## src/rtl/reg_writeback_if.sv

```systemverilog
// reg_writeback_if: producer handshakes, hold control and register-file write/status signals
interface reg_writeback_if #(
   parameter int DATA_W = 16,
   parameter int ADDR_W = 4,
   parameter int DEPTH  = 4
);
   logic                       alu_valid;
   logic                       alu_ready;
   logic [ADDR_W-1:0]          alu_addr;
   logic [DATA_W-1:0]          alu_data;
   logic                       mem_valid;
   logic                       mem_ready;
   logic [ADDR_W-1:0]          mem_addr;
   logic [DATA_W-1:0]          mem_data;
   logic                       hold;
   logic [DATA_W-1:0]          C;
   logic [ADDR_W-1:0]          Caddr;
   logic                       Load;
   logic [2**ADDR_W-1:0]       pending;
   logic [$clog2(DEPTH):0]     count;
   logic                       full;
   logic                       empty;
   modport slave (
      input  alu_valid, alu_addr, alu_data, mem_valid, mem_addr, mem_data, hold,
      output alu_ready, mem_ready, C, Caddr, Load, pending, count, full, empty
   );
   modport master (
      output alu_valid, alu_addr, alu_data, mem_valid, mem_addr, mem_data, hold,
      input  alu_ready, mem_ready, C, Caddr, Load, pending, count, full, empty
   );
endinterface

```

## src/rtl/reg_writeback.sv

```systemverilog
// reg_writeback: in-order write FIFO (load unit over ALU) draining onto the register file port
module reg_writeback #(
   parameter int DATA_W = 16,
   parameter int ADDR_W = 4,
   parameter int DEPTH  = 4
) (
   input  logic             clk,
   input  logic             clear,
   reg_writeback_if.slave   bus
);
   localparam int PW = $clog2(DEPTH);
   localparam int CW = PW + 1;
   logic [ADDR_W-1:0]    r_addr [DEPTH];
   logic [DATA_W-1:0]    r_data [DEPTH];
   logic [PW-1:0]        r_wp, r_rp;
   logic [CW-1:0]        r_cnt;
   logic                 r_load;
   logic [DATA_W-1:0]    r_c;
   logic [ADDR_W-1:0]    r_caddr;
   logic                 w_full, w_empty, w_alu_ready, w_push, w_pop;
   logic [ADDR_W-1:0]    w_waddr;
   logic [DATA_W-1:0]    w_wdata;
   logic [PW-1:0]        w_off;
   logic [2**ADDR_W-1:0] w_pending;
   assign w_full      = r_cnt == CW'(DEPTH);
   assign w_empty     = r_cnt == '0;
   assign w_alu_ready = !w_full && !bus.mem_valid;
   assign w_push      = (bus.mem_valid && !w_full) || (bus.alu_valid && w_alu_ready);
   assign w_pop       = !bus.hold && !w_empty;
   assign w_waddr     = bus.mem_valid ? bus.mem_addr : bus.alu_addr;
   assign w_wdata     = bus.mem_valid ? bus.mem_data : bus.alu_data;
   always_ff @(posedge clk) begin
      if (clear) begin
         r_wp    <= '0;
         r_rp    <= '0;
         r_cnt   <= '0;
         r_load  <= 1'b0;
         r_c     <= '0;
         r_caddr <= '0;
      end else begin
         if (w_push) begin
            r_addr[r_wp] <= w_waddr;
            r_data[r_wp] <= w_wdata;
            r_wp         <= r_wp + 1'b1;
         end
         if (w_pop) begin
            r_c     <= r_data[r_rp];
            r_caddr <= r_addr[r_rp];
            r_rp    <= r_rp + 1'b1;
         end
         r_load <= w_pop;
         r_cnt  <= r_cnt + CW'(w_push) - CW'(w_pop);
      end
   end
   always_comb begin
      w_pending = '0;
      w_off     = '0;
      for (int i = 0; i < DEPTH; i++) begin
         w_off = PW'(i) - r_rp;
         if ({1'b0, w_off} < r_cnt) w_pending[r_addr[i]] = 1'b1;
      end
      if (r_load) w_pending[r_caddr] = 1'b1;
   end
   assign bus.alu_ready = w_alu_ready;
   assign bus.mem_ready = !w_full;
   assign bus.C         = r_c;
   assign bus.Caddr     = r_caddr;
   assign bus.Load      = r_load;
   assign bus.pending   = w_pending;
   assign bus.count     = r_cnt;
   assign bus.full      = w_full;
   assign bus.empty     = w_empty;
endmodule

```

## src/flat_wrapper.sv

```systemverilog
// flat-port wrapper written by rule: the top's interface ports become plain ports
module reg_writeback_flat 
#(
   parameter int DATA_W = 16,
   parameter int ADDR_W = 4,
   parameter int DEPTH  = 4
)
  (clk, clear, bus_alu_valid, bus_alu_addr, bus_alu_data, bus_mem_valid, bus_mem_addr, bus_mem_data, bus_hold, bus_alu_ready, bus_mem_ready, bus_C, bus_Caddr, bus_Load, bus_pending, bus_count, bus_full, bus_empty);
  reg_writeback_if #(.DATA_W(DATA_W), .ADDR_W(ADDR_W), .DEPTH(DEPTH)) bus_i ();
  input  logic clk;
  input  logic clear;
  input wire logic [$bits(bus_i.alu_valid)-1:0] bus_alu_valid;
  input wire logic [$bits(bus_i.alu_addr)-1:0] bus_alu_addr;
  input wire logic [$bits(bus_i.alu_data)-1:0] bus_alu_data;
  input wire logic [$bits(bus_i.mem_valid)-1:0] bus_mem_valid;
  input wire logic [$bits(bus_i.mem_addr)-1:0] bus_mem_addr;
  input wire logic [$bits(bus_i.mem_data)-1:0] bus_mem_data;
  input wire logic [$bits(bus_i.hold)-1:0] bus_hold;
  output wire logic [$bits(bus_i.alu_ready)-1:0] bus_alu_ready;
  output wire logic [$bits(bus_i.mem_ready)-1:0] bus_mem_ready;
  output wire logic [$bits(bus_i.C)-1:0] bus_C;
  output wire logic [$bits(bus_i.Caddr)-1:0] bus_Caddr;
  output wire logic [$bits(bus_i.Load)-1:0] bus_Load;
  output wire logic [$bits(bus_i.pending)-1:0] bus_pending;
  output wire logic [$bits(bus_i.count)-1:0] bus_count;
  output wire logic [$bits(bus_i.full)-1:0] bus_full;
  output wire logic [$bits(bus_i.empty)-1:0] bus_empty;
  assign bus_i.alu_valid = bus_alu_valid;
  assign bus_i.alu_addr = bus_alu_addr;
  assign bus_i.alu_data = bus_alu_data;
  assign bus_i.mem_valid = bus_mem_valid;
  assign bus_i.mem_addr = bus_mem_addr;
  assign bus_i.mem_data = bus_mem_data;
  assign bus_i.hold = bus_hold;
  assign bus_alu_ready = bus_i.alu_ready;
  assign bus_mem_ready = bus_i.mem_ready;
  assign bus_C = bus_i.C;
  assign bus_Caddr = bus_i.Caddr;
  assign bus_Load = bus_i.Load;
  assign bus_pending = bus_i.pending;
  assign bus_count = bus_i.count;
  assign bus_full = bus_i.full;
  assign bus_empty = bus_i.empty;
  reg_writeback #(.DATA_W(DATA_W), .ADDR_W(ADDR_W), .DEPTH(DEPTH)) u_core (.clk(clk), .clear(clear), .bus(bus_i));
endmodule
```

## config.mk

```make
export PLATFORM = sky130hd
export DESIGN_NAME = reg_writeback_flat
export DESIGN_NICKNAME = d
export VERILOG_FILES = /design/src/rtl/reg_writeback_if.sv /design/src/rtl/reg_writeback.sv /design/src/flat_wrapper.sv
export SDC_FILE = /design/constraint.sdc
export NUM_CORES = 1
export LEC_CHECK = 0
export BUFFER_PORTS_ARGS = -buffer_cell sky130_fd_sc_hd__clkbuf_2
export CAP_MARGIN = 40
export CORE_ASPECT_RATIO = 0.7
export CORE_UTILIZATION = 35
export CTS_BUF_LIST = sky130_fd_sc_hd__clkbuf_4 sky130_fd_sc_hd__clkbuf_8
export DETAILED_ROUTE_END_ITERATION = 16
export PLACE_DENSITY = 0.66
export SLEW_MARGIN = 20
export SYNTH_ARGS = -nofsm -noshare
export SYNTH_HDL_FRONTEND = slang
export SYNTH_SLANG_ARGS = --single-unit
```

## constraint.sdc

```tcl
create_clock -name clk -period 3.9 [get_ports clk]
set_clock_uncertainty 0.15 [all_clocks]
set_input_delay 0.585 -clock clk [delete_from_list [all_inputs] [get_ports clk]]
set_output_delay 0.585 -clock clk [all_outputs]
set_load 0.01 [all_outputs]
```

Yosys cells after proc, flatten, opt, wreduce, memory -nomap -nowiden --
Memory sizes are Yosys's and may differ from the RTL's. A register that Yosys moved wholly into a read port is not among the register bits. Index checks and enable logic that the tools add are counted.
Word-level totals: register bits 8, memories 2, bits of input ports 45, logic and storage cells 68, bits in writable memories 80
Memories:
- u_core.r_data | words 4, bits a word 16, rd ports 1, clocked after memory_dff 1, write ports 1, line reg_writeback.sv:14 | logic [DATA_W-1:0] r_data [DEPTH];
- u_core.r_addr | words 4, bits a word 4, rd ports 5, clocked after memory_dff 1, write ports 1, line reg_writeback.sv:13 | logic [ADDR_W-1:0] r_addr [DEPTH];
Operators by class: reduce and logical (&&, ||, !) cells 15, bitwise logic cells 4, add/sub/neg operators 8, mux-type cells 20, order comparisons 14, equality and inequality tests 1
Operators with widths (count):
- $mux W16 | 6
- $or A16 B16 Y16 | 4
- $lt A4 B5 Y1 const B | 5
- $demux W1 S4 | 5
- $ge A4 B1 Y1 const B | 5
- $lt A2 B3 Y1 | 4
- $logic_and A1 B1 Y1 | 9
- $mux W1 | 8
- $add A2 B1 Y2 const B | 2
- $logic_not A1 Y1 | 4
- $mux W4 | 1
- $sub A1 B2 Y2 const A | 2
- $sub A2 B2 Y2 const A | 2
- $add A3 B1 Y3 | 1
- $eq A3 B3 Y1 const B | 1
- $logic_not A3 Y1 | 1
- $sub A3 B1 Y3 | 1
- $logic_or A1 B1 Y1 | 1

Logic depth before layout (Yosys ltp) --
Gate-level depths: netlist of the first run.
depth in word-level cells 13, gate-level depth with buffers 13, gate-level depth less buffers 11

Least setup slack after synthesis of the first run --
OpenSTA, ideal clock, no wires.
path kind flip-flop to output port, start register u_core.r_rp[1], end output bus_pending[11], buffers on the path 1, data arrival time 2359 ps, setup slack 806 ps, cell stages (with the launch flop) 9, required time 3165 ps, cells stage by stage dfxtp_1 buf_1 xnor2_1 inv_1 ha_1 nor2b_2 a2111o_1 or3b_1 nand4_1
On the way: cells in the longest elaborated chain, start to end 11
Ends and longest elaborated chain:
- start: declaration | line reg_writeback.sv:15 | logic [PW-1:0] r_wp, r_rp;
- start signal: assignment | line reg_writeback.sv:49 | r_rp <= r_rp + 1'b1;
- $sub A1 B2 Y2 | line reg_writeback.sv:59 | w_off = PW'(i) - r_rp;
- $lt A2 B3 Y1 | line reg_writeback.sv:60 | if ({1'b0, w_off} < r_cnt) w_pending[r_addr[i]] = 1'b1;
- $mux W16 | line reg_writeback.sv:60
- $or A16 B16 Y16 (no source line)
- $mux W16 | line reg_writeback.sv:60
- $or A16 B16 Y16 (no source line)
- $mux W16 | line reg_writeback.sv:60
- $or A16 B16 Y16 (no source line)
- $mux W16 * | line reg_writeback.sv:60
- $or A16 B16 Y16 (no source line)
- $mux W16 * | line reg_writeback.sv:62 | if (r_load) w_pending[r_caddr] = 1'b1;
- end: declaration | line flat_wrapper.sv:24 | output wire logic [$bits(bus_i.pending)-1:0] bus_pending;
Mark *: on every way between the ends. The rest lies on a longest branch, timed or not.

Worst setup path after layout of the first run --
start register u_core.r_rp[1], end output bus_pending[12]
Same word-level chain as after synthesis.

==> run metrics, run 1 <==
outcome complete, but fails checks; failing checks DRC; Top Family by Delay on Critical Path simple AND/OR/NAND/NOR gates; Final Wtd Congestion 0.910; Design Power 3.53 mW; cts hold-fix bufs 0; TritonCTS buffer count 9; final period utilization about 90%; initial core utilization 35.9%; CP max stage cell nor4_1; largest net degree at the start of global routing 30; required time of the critical path 3.16 ns; CTS Root Cell clkbuf_8; CP max stage delay around 0.76 ns; CTS max path bufs 2; Max-slew headroom 41.2%; total wire length 12700 µm; worst hold-check path type flop to flop; GRT overflow 0; Final #Nets 560; Post-synth top flop edfxtp_1; syn avg cell area 12.5 µm²; Setup Buffers After CTS 0; clock latency at the later pin of the worst-skew pair between 0.3 and 0.4 ns; height of the die about 100 µm; Syn Std Cell Area 5270 µm²; Clock transition at path regs roughly 0.10 ns; worst reg2reg endpoint u_core.bus.count[2]; initial antenna violation count 0; nature of the critical path endpoint output pin; setup slack, reg-to-reg about 1 ns; Placed Cells 688; endpoints failing hold 0; Worst EP arrival 2.76 ns; Power Dens Cells 577 nW/µm²; fill count 1367; Hold Path Depth 2; non-filler cells, final about 700; H-Tree Level Count 3; LEAKAGE 2.24 nW; WP buf/inv 3; CTS sink cnt around 110; Slew Viols, Final 0; share of layout cells above drive strength 1 around a third; R2R depth 12; row cnt 37; first-pass GRT wire length around 20000 µm; CTS tree yes; YS warnings 0; Die ar. 15600 µm²; HPWL after DPL 8560 µm; final setup fails 0; Starting DRT DRC Count roughly 280; RSZ-0062 raised after global routing false; Antenna Nets Post-Route 0; Hold Worst Slack 0.308 ns; Die Wd 149 µm; fmax between 0.2 and 0.3 GHz; Tot GR Track Use around 17%; DRC violations left 2; Syn-to-layout area delta 16.1%; crit start category flop; Seq/Total Area, Yosys between 50% and 60%; # resized after CTS 0; Post-Synthesis Cells ~420; Core Util, Final 41.7%; IO Pins between 80 and 90; library cells used by synthesis 47; Async SR Flop Fraction 0%; max-cap check violation count 0; Crit Path Class flop to output pin; Buffers on Ports 88; Worst Tran Pin Value 0.874 ns; number of synthesized register bits 108; Mapped Nets 478; Worst Hold Endpoint u_core.bus.C[6]; most frequent cells in the layout clkbuf_2, edfxtp_1, nand2_1, dfxtp_1, nor2_1; CORE AREA approximately 15000 µm²; Routed WL per cell 18.0 µm; fin crit period 3.50 ns; Min-Delay Startpoint u_core.bus.C[6]; Critical Path, Cell by Cell buf_4 -> inv_1 -> ha_1 -> a211oi_2 -> nor4_1 -> a32oi_1 -> nand3_1 -> clkbuf_2; r2r startpoint u_core.bus.count[2]; Setup TNS 0 ns; # diodes 0; routed vias 3746; vias in the first global route ~3600; Crit Path Max Fanout 23; vias per inst 5.32; EDFF count, synth 80; VDD IR max 0.234 mV; commonest non-fill, non-tap cell in the layout clkbuf_2; DRT Pass-1 Iters 11
## power breakdown
part           switching [mW]  leakage [nW]  internal (mW)
sequential              0.146         0.959           1.42
combinational           0.717          1.18          0.533
clock                   0.397         0.105          0.313
## final cells by class
cell class                 count  area, µm²  area share (%)
clock inverter                 7       91.3            1.49
timing repair buffer          97        508            8.30
inverter                      14       52.6           0.859
tap                          195        244            3.99
sequential                   108       2960            48.5
clock buffer                   9        124            2.02
multi-input combinational    274       2130            34.9
## cell usage after synthesis (all sizes together) (5+ instances only)
master,number,area (µm²)
nor2,26,97.6
nor2b,10,67.6
buf,12,67.6
and2,5,31.3
a221oi,5,43.8
nand3,16,80.1
mux2,20,225
edfxtp,80,2400
clkbuf,14,52.6
nor3,13,65.1
dfxtp,28,561
mux4,20,450
nand2,50,188
inv,14,52.6
nand3b,6,45.0
a31oi,5,31.3
xnor2,6,52.6
nand2b,11,76.3
ha,10,125
a21oi,23,115
## per-stage QoR
stage / cell area, µm² / setup WS [ns]
5_1_grt: 6120 / 0.234
4_1_cts: 6120 / 0.426
3_3_place_gp: 5900 / 0.796
2_1_floorplan: 5270 / 0.806
6_report: 6120 / 0.401
3_5_place_dp: 5900 / 0.841
## registers in the layout, summed over array words and instances (netlist names)
signal / count
u_core.r_addr: 16
u_core.bus.C: 16
u_core.r_wp: 2
u_core.bus.Caddr: 4
u_core.r_rp: 2
u_core.r_data: 64
u_core.bus.Load: 1
u_core.bus.count: 3
## routing by layer
layer / wire length, µm / global-route usage [%]
met1: 5940 / 24.3
met2: 5650 / 25.6
met3: 925 / 4.24
met4: 148 / 2.87
met5: 0 / 0
## tightest hold or removal path, stage by stage, from the launching register on
cell,delay (ns)
dfxtp_1,0.32
nand2_1,0.05
a21oi_1,0.05
## worst max path at each step
| stage | slack [ns] | end | cells past startpoint | start |
|---|---|---|---|---|
| finish | 0.40 | bus_pending[12] | 8 | u_core.r_rp[1] |
| floorplan | 0.81 | bus_pending[11] | 8 | u_core.r_rp[1] |
| global placement | 0.80 | bus_pending[5] | 7 | u_core.bus.count[1] |
| CTS | 0.43 | bus_pending[3] | 8 | u_core.r_rp[1] |
| detailed placement | 0.84 | bus_pending[3] | 8 | u_core.r_rp[1] |
| global route | 0.23 | bus_pending[0] | 8 | u_core.r_rp[1] |
## cell families after synthesis
family | after synthesis | share of synthesized area [%]
adders and majority gates | 11 | 2.75
buffers and inverters | 40 | 3.28
DFF | 108 | 56.2
muxes | 41 | 13.0
xor gates and xnor gates | 6 | 0.997
AOI/OAI and AO/OA | 55 | 7.58
and+or+nand+nor | 161 | 16.1
Power figures use the tool's default switching activity.
==> inputs of run 2 (changes only) <==
--- a/config.mk
+++ b/config.mk
@@ -12,6 +12,7 @@
 export CTS_BUF_LIST = sky130_fd_sc_hd__clkbuf_4 sky130_fd_sc_hd__clkbuf_8
 export DETAILED_ROUTE_END_ITERATION = 16
 export PLACE_DENSITY = 0.66
+export REMOVE_ABC_BUFFERS = 1
 export SLEW_MARGIN = 20
 export SYNTH_ARGS = -nofsm -noshare
 export SYNTH_HDL_FRONTEND = slang
==> run 2 against run 1 <==
Compared with the run above: the run now ends clean; utilization rose by 0.17 points; sequential cell count did not move; sequential power barely moved; non-clock buffer count rose by 3; cell area rose by 0.41%; count of clock-buffer cells in the layout did not move; fmax fell by 3.3%; global-route usage rose by 0.55 points; combinational power barely moved; cell count rose by 0.43%; worst hold slack improved by 0.0017 ns; via count rose by 0.11%; largest power group unchanged; highest routed layer is now met5.
==> run metrics, run 2 (same netlist as run 1, synthesis figures left out) <==
total wire length 13000 µm (+2.8%); fin crit period 3.62 ns (+0.121 ns); endpoints failing hold 0 (unchanged); Worst EP arrival 2.88 ns (+0.12 ns); R2R depth 12 (unchanged); commonest non-fill, non-tap cell in the layout clkbuf_2; Clock transition at path regs 0.10 ns (about the same); GRT overflow 0 (unchanged); # diodes 0 (unchanged); switch share 35.4% (-0.27 points); Die ar. 15600 µm² (unchanged); vias per inst 5.30 (-0.32%); initial antenna violation count 1 (+1); Starting DRT DRC Count 241 (-13%); Tot GR Track Use 17.4% (+0.55 points); outcome complete, no violations; HPWL after DPL 9400 µm (+9.8%); Seq pwr share 44.6% (about the same); setup slack, reg-to-reg 1.02 ns (about the same); clock network fraction of total power 19.3% (-0.8 points); Core Util, Final 41.9% (+0.17 points); Crit Path Max Fanout 11 (-52%); VDD IR max 0.285 mV (+22%); row cnt 37 (unchanged); max-cap check violation count 0 (unchanged); most frequent cells in the layout clkbuf_2, edfxtp_1, nand2_1, dfxtp_1, nor2_1; cts hold-fix bufs 0 (unchanged); Largest Register u_core.r_data; Syn-to-layout area delta 16.6%; RSZ-0062 raised after global routing false; Placed Cells 691 (+0.44%); DRC violations left 0 (-2); r2r startpoint u_core.bus.count[2]; LEAKAGE 2.26 nW (+0.60%); vias in the first global route 3733 (+2.5%); Comb pwr share 36.1% (+0.7 points); TritonCTS buffer count 9 (unchanged); CTS max path bufs 2 (unchanged); height of the die 105 µm (unchanged); Psw 1.25 mW (-0.99%); CTS sink cnt 108 (unchanged); Final #Nets 563 (+0.54%); final setup fails 0 (unchanged); Routed WL per cell 18.4 µm (+2.4%); largest net degree at the start of global routing 29 (-3.3%); final period utilization 92.8% (+3.1 points); Worst Hold Endpoint u_core.bus.C[6]; share of layout cells above drive strength 1 32.6% (+0.20 points); worst hold-check path type flop to flop; Hold Path Depth 2 (unchanged); max FFs per register 64 (unchanged); Die Wd 149 µm (unchanged); crit start category flop; Power Dens Cells 573 nW/µm² (-0.64%); routed vias 3750 (+0.11%); H-Tree Level Count 3 (unchanged); fmax 0.276 GHz (-3.3%); CORE AREA 14700 µm² (unchanged); clock latency at the later pin of the worst-skew pair 0.37 ns (about the same); Buffers on Ports 88 (unchanged); fill count 1388 (+1.5%); CTS Root Cell clkbuf_8; IO Pins 89 (unchanged); Final WS setup 0.280 ns (-0.121 ns); Min-Delay Startpoint u_core.bus.C[6]; Setup TNS 0 ns (unchanged); WP buf/inv 2 (-1); dpl ws 0.696 ns (-0.144 ns); Critical Path, Cell by Cell xnor2_1 -> inv_1 -> ha_1 -> nor2b_2 -> a2111o_1 -> or3b_1 -> nand4_1 -> clkbuf_2; Top Family by Delay on Critical Path simple AND/OR/NAND/NOR gates; P_int 2.27 mW (+0.18%); Antenna Nets Post-Route 0 (unchanged); Worst Tran Pin Value 0.830 ns (-0.0439 ns); CP max stage cell dfxtp_1; Max-slew headroom 44.6% (+3.3 points); CTS tree yes; # resized after CTS 0 (unchanged); required time of the critical path 3.16 ns (about the same); Slew Viols, Final 0 (unchanged); DRT Pass-1 Iters 5 (-6); Crit Path Class flop to output pin; initial core utilization 35.9% (unchanged); Setup Buffers After CTS 0 (unchanged); CP max stage delay 0.64 ns (-0.12 ns); first-pass GRT wire length 20300 µm (+1.5%); nature of the critical path endpoint output pin; non-filler cells, final 707 (+0.43%); worst reg2reg endpoint u_core.bus.count[2]; Final Wtd Congestion 0.892 (-2.0%)
[run 2: changes by cell type in the layout (fill, tap and decap cells not counted), sizes merged]
cell / delta
buf: +3
clkinv: +1
inv: -1
[run 2: metrics by stage]
step | area, µm² | power (mW) | hold WS [ns]
2_1_floorplan | 5150 | 2.40 | 0.324
3_3_place_gp | 5890 | 2.83 | 0.296
5_1_grt | 6140 | 3.72 | 0.323
4_1_cts | 6140 | 3.55 | 0.313
3_5_place_dp | 5940 | 2.88 | 0.299
6_report | 6140 | 3.52 | 0.309
[run 2: tightest hold or removal path, stage by stage, from the launching register on]
cell	delay, ns
dfxtp_1	0.32
nand2_1	0.05
a21oi_1	0.05
[run 2: layout make-up]
| class | count | area (µm²) | share of cell area, % |
|---|---|---|---|
| multi-input combinational | 274 | 2130 | 34.7 |
| inverter | 14 | 52.6 | 0.856 |
| clock inverter | 7 | 75.1 | 1.22 |
| clock buffer | 9 | 124 | 2.02 |
| timing repair buffer | 100 | 549 | 8.94 |
| tap | 195 | 244 | 3.97 |
| sequential | 108 | 2960 | 48.3 |
[run 2: power groups by stage]
stage | sequential, mW | combinational, mW | clock [mW]
2_1_floorplan | 1.63 | 0.767 | 0
3_3_place_gp | 1.59 | 1.24 | 0
3_5_place_dp | 1.60 | 1.29 | 0
4_1_cts | 1.57 | 1.29 | 0.696
5_1_grt | 1.59 | 1.40 | 0.732
6_report | 1.57 | 1.27 | 0.679
[run 2: worst max-delay path by stage]
stage | start | to | slack, ns | depth (start not counted)
final | u_core.r_rp[1] | bus_pending[11] | 0.28 | 8
after detailed placement | u_core.r_rp[1] | bus_pending[11] | 0.70 | 8
after global placement | u_core.r_rp[1] | bus_pending[11] | 0.75 | 8
after floorplan | u_core.r_rp[0] | bus_pending[11] | 0.33 | 7
after CTS | u_core.r_rp[1] | bus_pending[11] | 0.26 | 8
after global routing | u_core.r_rp[1] | bus_pending[6] | 0.14 | 8
[run 2: layer usage]
metal	track usage (%)	vias up	share of wire, %
met4	5.23	2	1.8
met5	0	-	0.085
met3	4.24	23	6.6
li1	-	1752	-
met1	23.1	1839	45
met2	27.9	134	46
